--- config.mk ---
export PLATFORM = sky130hd
export DESIGN_NAME = lsb_offset_serializer
export DESIGN_NICKNAME = d
export VERILOG_FILES = /design/src/rtl/lsb_offset_serializer.sv
export SDC_FILE = /design/constraint.sdc
export NUM_CORES = 1
export LEC_CHECK = 0
export CORE_AREA = 2 2 51 53
export DETAILED_ROUTE_END_ITERATION = 10
export DIE_AREA = 0 0 53 55
export HOLD_SLACK_MARGIN = 0.05
export PLACE_DENSITY = 0.68
export RECOVER_POWER = 25
export SYNTH_ARGS = -nofsm -noshare
export SYNTH_HDL_FRONTEND = slang
export SYNTH_SLANG_ARGS = --single-unit
--- constraint.sdc ---
create_clock -name PCLK -period 1.85 [get_ports PCLK]
set_input_delay 0.37 -clock PCLK [delete_from_list [all_inputs] [get_ports PCLK]]
set_output_delay 0.37 -clock PCLK [all_outputs]
set_load 0.1 [all_outputs]
--- src/rtl/lsb_offset_serializer.sv ---
// Purpose : forms x = a & b over a [MSB:LSB] operand pair with a non-zero LSB and
//           emits x one bit per PCLK cycle, lowest declared index first, each bit
//           tagged with its declared index and a running count of ones emitted.
// Latency : first bit is valid 1 cycle after the accept edge. A word takes
//           W SHIFT cycles, followed by one DONE cycle that pulses done.
// Backpressure: in_ready is high only in IDLE. While busy, in_valid is ignored and
//           a/b are not sampled. A held in_valid gives one accept every W+2 cycles.
//
// Ports:
//   PCLK                clock, all state updates on posedge
//   reset               synchronous, active-high; overrides everything
//   in_valid / in_ready operand-pair handshake (accept = in_valid & in_ready)
//   a, b  [MSB:LSB]     operands
//   ser_valid           ser_bit / ser_idx are meaningful this cycle
//   ser_bit             x[ser_idx]
//   ser_idx  [IW-1:0]   declared index of ser_bit, LSB..MSB
//   ones     [IW-1:0]   running count of ones for the current word; holds after DONE
//   done                one-cycle pulse after the last bit of a word
module lsb_offset_serializer #(
    parameter int MSB = 7,
    parameter int LSB = 1,
    parameter int IW  = 4
) (
    input  logic             PCLK,
    input  logic             reset,
    input  logic             in_valid,
    output logic             in_ready,
    input  logic [MSB:LSB]   a,
    input  logic [MSB:LSB]   b,
    output logic             ser_valid,
    output logic             ser_bit,
    output logic [IW-1:0]    ser_idx,
    output logic [IW-1:0]    ones,
    output logic             done
);

    // Word width. IW must hold both MSB (for ser_idx) and W (for ones).
    localparam int W = MSB - LSB + 1;

    typedef enum logic [1:0] {
        IDLE  = 2'd0,
        SHIFT = 2'd1,
        DONE  = 2'd2
    } state_t;

    state_t          state;
    state_t          state_nxt;
    logic [MSB:LSB]  xr;
    logic            sel_bit;
    logic            last_bit;

    // The last index of a word is LSB + W - 1, which is MSB.
    assign last_bit = (ser_idx == IW'(LSB + W - 1));

    // Pick xr[ser_idx] by scanning the declared indices. This avoids a 0-based
    // re-index of a vector whose lowest bit is LSB.
    always_comb begin
        sel_bit = 1'b0;
        for (int q = LSB; q <= MSB; q++) begin
            if (ser_idx == IW'(q)) begin
                sel_bit = xr[q];
            end
        end
    end

    always_ff @(posedge PCLK) begin
        if (reset) begin
            state <= IDLE;
        end else begin
            state <= state_nxt;
        end
    end

    always_comb begin
        state_nxt = state;
        in_ready  = 1'b0;
        ser_valid = 1'b0;
        ser_bit   = 1'b0;
        done      = 1'b0;
        case (state)
            IDLE: begin
                in_ready = 1'b1;
                if (in_valid) begin
                    state_nxt = SHIFT;
                end
            end
            SHIFT: begin
                ser_valid = 1'b1;
                ser_bit   = sel_bit;
                if (last_bit) begin
                    state_nxt = DONE;
                end
            end
            DONE: begin
                done      = 1'b1;
                state_nxt = IDLE;
            end
            default: begin
                state_nxt = IDLE;
            end
        endcase
    end

    // Datapath. The word register, index and count change only on accept
    // and during SHIFT. In DONE and in IDLE without an accept, ones keeps
    // the final count of the last word.
    always_ff @(posedge PCLK) begin
        if (reset) begin
            xr      <= '0;
            ser_idx <= IW'(LSB);
            ones    <= '0;
        end else begin
            case (state)
                IDLE: begin
                    if (in_valid) begin
                        // Loop over declared positions, so xr[LSB] = a[LSB] & b[LSB].
                        for (int q = LSB; q <= MSB; q++) begin
                            xr[q] <= a[q] & b[q];
                        end
                        ser_idx <= IW'(LSB);
                        ones    <= '0;
                    end
                end
                SHIFT: begin
                    ones <= ones + IW'(ser_bit);
                    if (!last_bit) begin
                        ser_idx <= ser_idx + IW'(1);
                    end
                end
                default: begin
                end
            endcase
        end
    end

endmodule

======== Word-level counts from Yosys, hierarchy flattened ========
Cells that the tools add are included.
operators by class
  add/sub/neg operators ................... 2
  multiplexer cells ....................... 19
  bitwise gates (word level) .............. 7
  reduce and logical (&&, ||, !) cells .... 6
  equality and inequality tests ........... 12
operators with widths
  kind                                            count
  == test 4 x 3 -> 1 bit (second input constant)  4
  case mux 4 bit (2 select lines)                 2
  2-to-1 mux 4 bit                                3
  2-to-1 mux 1 bit                                11
  == test 4 x 2 -> 1 bit (second input constant)  2
  bitwise AND 1 bit                               7
  != test 2 bit (second input constant)           3
  AND reduction 2 bit                             3
  adder 4 x 1 -> 4 bit                            1
  adder 4 x 1 -> 4 bit (second input constant)    1
  == test 4 x 1 -> 1 bit (second input constant)  1
  2-to-1 mux 2 bit                                2
  case mux 2 bit (2 select lines)                 1
  AND reduction 3 bit                             1
  == test 2 x 1 -> 1 bit (second input constant)  1
  == test 2 bit (second input constant)           1
  zero test 2 bit                                 1
  nonzero test 2 bit                              1
word-level totals
  logic and storage cells ................. 50
  flip-flop bits (word level) ............. 17
  input port bits ......................... 17
  output and inout bits ................... 12

======== Depth between registers and ports, before layout ========
Gate-level depths: netlist of run 1.
  depth in word-level cells ............... 11
  depth in mapped cells ................... 10
  mapped depth without buffers ............ 10

======== Worst setup path before layout of run 1 ========
OpenSTA, ideal clock, no wires.
  path type ............................... register to register
  start ................................... register ser_idx[0]
  end ..................................... register ones[3]
  required time ........................... 1.780 ns
  buffers on the path ..................... 0
  library setup time ...................... 0.070 ns
  path slack .............................. -3.304 ns
  cell stages (with the launch flop) ...... 9
  arrival ................................. 5.084 ns
  clock period less this slack ............ 5.154 ns
  cell sequence ........................... dfxtp_1 inv_1 ha_1 a311o_1 a211oi_1 ha_1 nand3_1 or3_1 a21oi_1
between the ends
  cells in the longest elaborated chain, start to end .. 11
  elaborated cells on any way between the ends .. 17
  those cells by class .................... add/sub: 1; eq/ne: 7; mux: 9
ends and longest elaborated chain
  what                                 line  source
  start, declared                      32    output logic [IW-1:0] ser_idx,
  start signal, assigned               110   ser_idx <= IW'(LSB);
  start signal, assigned               120   ser_idx <= IW'(LSB);
  start signal, assigned               127   ser_idx <= ser_idx + IW'(1);
  == test 4 x 1 -> 1 bit               60    if (ser_idx == IW'(q)) begin
  2-to-1 mux 1 bit (6 in series)       60
  2-to-1 mux 1 bit (*)                 60
  2-to-1 mux 1 bit (*)                 80    case (state)
  net ser_bit                          31    output logic ser_bit,
  adder 4 x 1 -> 4 bit (*)             125   ones <= ones + IW'(ser_bit);
  case mux 4 bit (2 select lines) (*)  113   case (state)
  end signal, assigned                 125
  end, declared                        33    output logic [IW-1:0] ones,
Mark *: on every way through the listed nets, which the timed path passes. The rest lies on a longest branch.
A chain may end at the register's enable or synchronous reset.

======== Final worst setup path of run 1 ========
  start ................................... register ser_idx[1]
  end ..................................... output ser_bit
between the ends
  cells in the longest elaborated chain, start to end .. 9
  elaborated cells on any way between the ends .. 15
  those cells by class .................... eq/ne: 7; mux: 8
ends and longest elaborated chain
  what                            line
  == test 4 x 1 -> 1 bit          60
  2-to-1 mux 1 bit (6 in series)  60
  2-to-1 mux 1 bit (*)            60
  2-to-1 mux 1 bit (*)            80
  end, declared                   31
Mark *: on every way between the ends. The rest lies on a longest branch, timed or not.

==> flow_summary_export.csv, run 1 <==
group,metric,value,unit
timing,hold_viol,0,
power_and_ir_drop,p_clk_share,22.9,%
power_and_ir_drop,p_sw,293.9,uW
worst_setup_path,required,1480,ps
timing,setup_slack,-386.9,ps
global_routing,grt-ovfl-total,0,
synthesis,yosysTopAreaCellShare,40.00,%
clocking,clkTransAtPathRegs,100,ps
outcome,status,"finished with violations",
synthesis,netlist_area,850.8,um^2
synthesis,syn-num-nets,119,
worst_setup_path,path_cells,"buf_6 -> ha_4 -> inv_2 -> a311o_1 -> a211oi_4 -> buf_6 -> buf_12",
worst_setup_path,worst_ep_arrival_time,1870,ps
timing,fmax,0.4470,GHz
power_and_ir_drop,power_density,561.4,nW/um^2
floorplanning,core-area,2365,um^2
drt,drt_iter0_markers,14,
global_routing,grt_pass1_wl,3.864,mm
global_routing,grt_max_degree,18,
power_and_ir_drop,p_comb_share,34.0,%
clocking,cts_tree,"done",
clocking,hold_buffers,0,
floorplanning,rows,18,
placed_design,routabilityCongestion,0.7470,
hold_path,holdPathStages,2,
worst_setup_path,crit_fanout,4,
drt,via_per_inst,5.331,
synthesis,synth_cells,96,
timing,slew_headroom,63.90,%
global_routing,grt_pass1_vias,872,
drt,finalWirelength,2.573,mm
timing,finalWorstPathRequiredPeriod,2237,ps
drt,firstDrtPassIters,4,
finish,fin_nets,172,
synthesis,syn_area_per_cell,8.863,um^2
synthesis,seq_area_frac_synth,40.00,%
synthesis,synth_area_leaders,"dfxtp_1 (40%), ha_1 (8.8%), nand3_1 (7.6%)",
power_and_ir_drop,seq_power_share,43.1,%
floorplanning,die_h,55,um
timing,worst_slew_pin_slew,543.8,ps
hold_path,hp-class,"flop to flop",
worst_setup_path,cp-start-kind,"flop",
placed_design,post-dp-hpwl,1.642,mm
timing,drv_slew,0,
power_and_ir_drop,leakagePower,0.6032,nW
worst_setup_path,rr_worst_depth,10,
drt,vias,949,
placed_design,placed_cells,162,
drt,drc,0,
global_routing,grt_antenna_before_repair,0,
clocking,htree_levels,1,
clocking,cts_buffer_depth,2,
clocking,numCtsBuffers,3,
global_routing,globalRouteTotalUtil,18.77,%
placed_design,dp_slack,-312.7,ps
synthesis,yosysUniqueCellTypes,33,
floorplanning,die-area,2915,um^2
placed_design,numPortBuffers,28,
finish,layout-drive-gt1-share,45.27,%
finish,num_antenna_cells,0,
timing,finalCritPeriodShare,120.9,%
worst_setup_path,cp-end-kind,"output port",
synthesis,synth_edf_count,0,
timing,fin_setup_tns,-1263,ps
clocking,worstSkewPairLatency,300,ps
timing,clock_skew,6.278,ps
drt,antenna_left,0,
power_and_ir_drop,p_int,603.8,uW
clocking,cts-root-buf,"clkbuf_4",
job,drv_cap,0,
synthesis,synth_top_area_cell,"dfxtp_1",
finish,area_growth,87.94,%
power_and_ir_drop,swShare,32.74,%
worst_setup_path,cpMostUsedCell,"buf_6",
floorplanning,die_w,53,um
clocking,cts_sinks,17,
drt,routedWlPerCell,14.46,um
timing,setup_viol,6,
floorplanning,start_util,35.98,%
synthesis,synth_ff_type,"dfxtp_1",
synthesis,ys_seq_elements,17,
synthesis,async_reset_ff_share,0,%
timing,rsz0062_at_grt,"yes",
outcome,violations,"setup timing",
worst_setup_path,cpPeakStageDelay,380,ps
synthesis,yosys_warnings,0,
floorplanning,io_pins,29,
worst_setup_path,cp_slowest_cell,"a311o_1",
worst_setup_path,worstSetupPathType,"flop to output port",
power_and_ir_drop,vdd_drop_max,418.6,uV
finish,instances_no_fill,178,
critical path: cells and delay by family (launching register included):
family | cells | cell delay (ps)
flops | 1 | 370
buf+inv | 4 | 450
fa+ha+maj | 1 | 160
compound gates | 2 | 580
power groups by stage:
stage / clock [mW] / combinational, mW / sequential [mW]
5_1_grt: 0.224 / 0.322 / 0.388
2_1_floorplan: 0 / 0.0997 / 0.432
6_report: 0.206 / 0.305 / 0.387
4_1_cts: 0.205 / 0.288 / 0.386
3_3_place_gp: 0 / 0.250 / 0.393
3_5_place_dp: 0 / 0.255 / 0.393
flip-flops by register name, indices dropped and copies added (netlist names):
register,count
ser_idx,4
state,2
ones,4
xr,7
Yosys cell counts, drive strengths merged (2+ instances only):
cell type / n
nor3: 3
or3: 2
a21oi: 11
o31ai: 2
nand2: 9
ha: 6
nand3: 13
nand3b: 2
inv: 4
mux2i: 2
buf: 2
a211oi: 3
dfxtp: 17
and4b: 2
clkbuf: 3
per-layer routing:
| layer | up-vias | share of wire (%) | GRT usage (%) |
|---|---|---|---|
| li1 | 461 | - | - |
| met1 | 455 | 41 | 22.53 |
| met2 | 26 | 52 | 32.08 |
| met3 | 7 | 4.4 | 3.226 |
| met4 | 0 | 2.6 | 10.26 |
| met5 | - | 0 | 0 |
layout by cell type, fill, tap and decap left out, types with 3 or more instances in the layout:
cell             synthesis  final
dfxtp_1                 17     14
clkbuf_4                 0      3
ha_4                     0      4
a21oi_2                  0      3
dfxtp_4                  0      3
nor3_1                   3      3
a21oi_1                 11      8
nand3_1                 13     12
inv_2                    0      3
buf_6                    1      5
clkdlybuf4s50_1          0     16
buf_12                   0     10
buf_4                    0     18
nand2_1                  9      7
logic make-up (layout without fill, tap and decap cells):
group / Yosys count / after routing / synth area share [%]
adders and majority gates: 6 / 6 / 8.823
AOI/OAI and AO/OA: 23 / 23 / 17.35
DFF: 17 / 17 / 40.00
muxes: 3 / 3 / 3.676
xor gates and xnor gates: 1 / 1 / 1.030
buffers and inverters: 9 / 61 / 4.852
and+or+nand+nor: 37 / 37 / 24.26
worst paths after layout:
kind	start	end	slack [ps]
min reg2reg	xr[3]$_SDFFE_PP0P_	xr[3]$_SDFFE_PP0P_	460
max reg2reg	ser_idx[1]$_SDFFE_PP0P_	ones[3]$_SDFFE_PP0P_	-340
max	ser_idx[1]$_SDFFE_PP0P_	ser_bit	-390
min	xr[3]$_SDFFE_PP0P_	xr[3]$_SDFFE_PP0P_	460
through the flow:
| stage | power [mW] | utilization [%] | hold WS (ps) | cell area, um^2 |
|---|---|---|---|---|
| after CTS | 0.8782 | 66.51 | 460.4 | 1573 |
| after global placement | 0.6431 | 59.58 | 441.7 | 1409 |
| after global routing | 0.9338 | 67.62 | 481.1 | 1599 |
| final | 0.8977 | 67.62 | 461.7 | 1599 |
| after floorplan | 0.5314 | - | 427.9 | 899.6 |
| after detailed placement | 0.6480 | 59.58 | 447.1 | 1409 |
final cells by class:
class | instances | area, um^2
Sequential cell | 17 | 351.6
Multi-Input combinational cell | 70 | 586.8
Clock inverter | 1 | 5.005
Timing Repair Buffer | 53 | 580.6
Clock buffer | 3 | 22.52
Inverter | 4 | 15.01
Tap cell | 30 | 37.54
Fill cell | 185 | 765.7
what timing repair did:
| item | in CTS | in global routing |
|---|---|---|
| pin swaps | 9 | 9 |
| setup buffers | 8 | 4 |
| resized for setup | 13 | 9 |
| setup endpoints to repair | 5 | 5 |
| gates cloned | 0 | 0 |
Note: power is estimated with default switching activity, not from simulation.
==> inputs of run 2 (changes only) <==
--- a/config.mk
+++ b/config.mk
@@ -9,7 +9,7 @@
 export DETAILED_ROUTE_END_ITERATION = 10
 export DIE_AREA = 0 0 53 55
 export HOLD_SLACK_MARGIN = 0.05
-export PLACE_DENSITY = 0.68
+export PLACE_DENSITY = 0.71
 export RECOVER_POWER = 25
 export SYNTH_ARGS = -nofsm -noshare
 export SYNTH_HDL_FRONTEND = slang
==> flow_summary_export.csv, run 2 (same netlist as run 1, synthesis figures left out) <==
group,metric,value,unit
outcome,status,"finished with violations",
outcome,violations,"setup timing",
clocking,cts_sinks,17,
worst_setup_path,crit_fanout,3,
clocking,cts_buffer_depth,2,
clocking,clkTransAtPathRegs,110,ps
timing,finalCritPeriodShare,117.0,%
worst_setup_path,worst-path-stages,7,
global_routing,grt-busiest-layer,"met2",
placed_design,numPortBuffers,28,
floorplanning,start_util,35.98,%
worst_setup_path,ff2ff_setup_slack,-240,ps
timing,rsz0062_at_grt,"yes",
worst_setup_path,path_cells,"inv_2 -> ha_4 -> and4b_1 -> a2111oi_4 -> a211oi_4 -> buf_6 -> buf_12",
power_and_ir_drop,vdd_drop_max,441.6,uV
timing,slew_headroom,73.14,%
worst_setup_path,cp-end-kind,"output port",
job,drv_cap,0,
drt,drt_iter0_markers,14,
global_routing,use_met3,2.419,%
timing,hold_viol,0,
placed_design,post-dp-hpwl,1.668,mm
worst_setup_path,critPathBufInv,3,
worst_setup_path,rr_worst_depth,10,
global_routing,grt_antenna_before_repair,0,
finish,fillCellCount,189,
power_and_ir_drop,finalPower,877.8,uW
finish,postLayoutCoreUtil,66.51,%
worst_setup_path,worstSetupPathType,"flop to output port",
drt,via_per_inst,5.372,
clocking,cts-root-buf,"clkbuf_4",
global_routing,grt_max_degree,18,
clocking,htree_levels,1,
clocking,hold_buffers,0,
floorplanning,rows,18,
timing,setup_viol,4,
finish,final_common_cell,"clkdlybuf4s50_1",
clocking,worstSkewPairLatency,280,ps
drt,vias,924,
worst_setup_path,cp_slowest_cell,"dfxtp_4",
power_and_ir_drop,leakagePower,0.5830,nW
clocking,numCtsBuffers,3,
clocking,cts_tree,"done",
worst_setup_path,startpoint,"ser_idx[1]$_SDFFE_PP0P_",
finish,layout_common_cells,"clkdlybuf4s50_1 (16), buf_4 (14), dfxtp_1 (13), nand3_1 (12), buf_12 (12)",
timing,whs,461.5,ps
power_and_ir_drop,power_density,558.1,nW/um^2
worst_setup_path,r2r_end,"ones[3]$_SDFFE_PP0P_",
floorplanning,core-area,2365,um^2
global_routing,grt_use_met2,36.46,%
timing,drv_slew,0,
worst_setup_path,crit_family,"flip-flops",
drt,drc,0,
timing,finalWorstPathRequiredPeriod,2164,ps
timing,clock_skew,2.842,ps
worst_setup_path,rr_startpoint,"ser_idx[1]$_SDFFE_PP0P_",
hold_path,hp-class,"flop to flop",
global_routing,use_met1,18.56,%
floorplanning,die_w,53,um
finish,num_antenna_cells,0,
finish,reg_top3,"xr x7, ones x4, ser_idx x4",
placed_design,dp_slack,-296.5,ps
finish,area_growth,84.85,%
timing,fmax,0.4622,GHz
worst_setup_path,cpPeakStageDelay,380,ps
drt,antenna_left,0,
finish,largest_reg_flops,7,
floorplanning,die_h,55,um
timing,worst_slew_pin_slew,399.5,ps
finish,regMostFlops,"xr",
global_routing,grt_pass1_wl,3.870,mm
worst_setup_path,crit_end,"ser_bit",
global_routing,grt_pass1_vias,942,
drt,routedWlPerCell,14.69,um
global_routing,globalRouteTotalUtil,18.19,%
placed_design,routabilityCongestion,0.7998,
floorplanning,io_pins,29,
worst_setup_path,worst_ep_arrival_time,1790,ps
worst_setup_path,required,1480,ps
worst_setup_path,cp-start-kind,"flop",
drt,firstDrtPassIters,4,
timing,setup_slack,-313.6,ps
finish,fin_nets,166,
floorplanning,die-area,2915,um^2
global_routing,grt-ovfl-total,0,
finish,layout-drive-gt1-share,41.55,%
drt,finalWirelength,2.526,mm
-- run 2: cell types whose count changed in the layout (fill, tap and decap cells not counted), sizes merged --
| cell | before | now |
|---|---|---|
| clkbuf | 6 | 3 |
| buf | 34 | 31 |
-- run 2: metal layers --
layer,up-vias,share of wire (%)
met5,-,0
met4,0,3.4
met3,10,4.0
met2,29,54
met1,444,38
li1,441,-
-- run 2: report_power, final --
part / internal (mW) / leakage, nW / switching (mW) / total (mW)
registers: 0.377 / 0.140 / 0.0108 / 0.388
logic: 0.135 / 0.425 / 0.154 / 0.289
clock network: 0.0801 / 0.0177 / 0.121 / 0.201
total: 0.592 / 0.583 / 0.286 / 0.878
-- run 2: how the worst min path moves through the flow --
stage	start	to	slack, ps	cells after the start
2_1_floorplan	xr[4]$_SDFFE_PP0P_	xr[4]$_SDFFE_PP0P_	430	2
3_3_place_gp	xr[6]$_SDFFE_PP0P_	xr[6]$_SDFFE_PP0P_	440	2
3_5_place_dp	xr[7]$_SDFFE_PP0P_	xr[7]$_SDFFE_PP0P_	450	2
4_1_cts	xr[7]$_SDFFE_PP0P_	xr[7]$_SDFFE_PP0P_	460	2
5_1_grt	xr[2]$_SDFFE_PP0P_	xr[2]$_SDFFE_PP0P_	490	2
6_report	xr[7]$_SDFFE_PP0P_	xr[7]$_SDFFE_PP0P_	460	2
-- run 2: worst reg2reg max path: stages (launching register included) --
cell,delay [ps]
dfxtp_4,380
inv_2,60
ha_4,170
and4b_1,290
a2111oi_4,50
a211oi_4,250
buf_4,170
ha_4,140
nand3_2,80
or3_1,320
a21oi_1,120
-- run 2: final cells by class --
| class | count | area, um^2 | share of cell area, % |
|---|---|---|---|
| clock buffers | 3 | 22.52 | 1.432 |
| clock inverters | 1 | 5.005 | 0.3182 |
| inverters | 4 | 15.01 | 0.9547 |
| multi-input cells | 70 | 574.3 | 36.52 |
| flip-flops and latches | 17 | 352.8 | 22.43 |
| well taps | 30 | 37.54 | 2.387 |
| repair buffers | 47 | 565.5 | 35.96 |
-- run 2: metrics by stage --
stage,setup TNS (ps),instance area [um^2],std cells
final,-900.7,1573,172
after global routing,-1159,1573,172
after CTS,-847.6,1558,172
after detailed placement,-993.8,1409,162
after global placement,-905.7,1409,162
after floorplan,-4565,899.6,96
-- run 2: repair_timing --
item                                    in CTS  in global routing
pin swaps                                    8                  1
endpoints found under the setup margin       5                  6
endpoints found under the hold margin        0                  0
resized for setup                           14                  2
buffers inserted                             6                  0
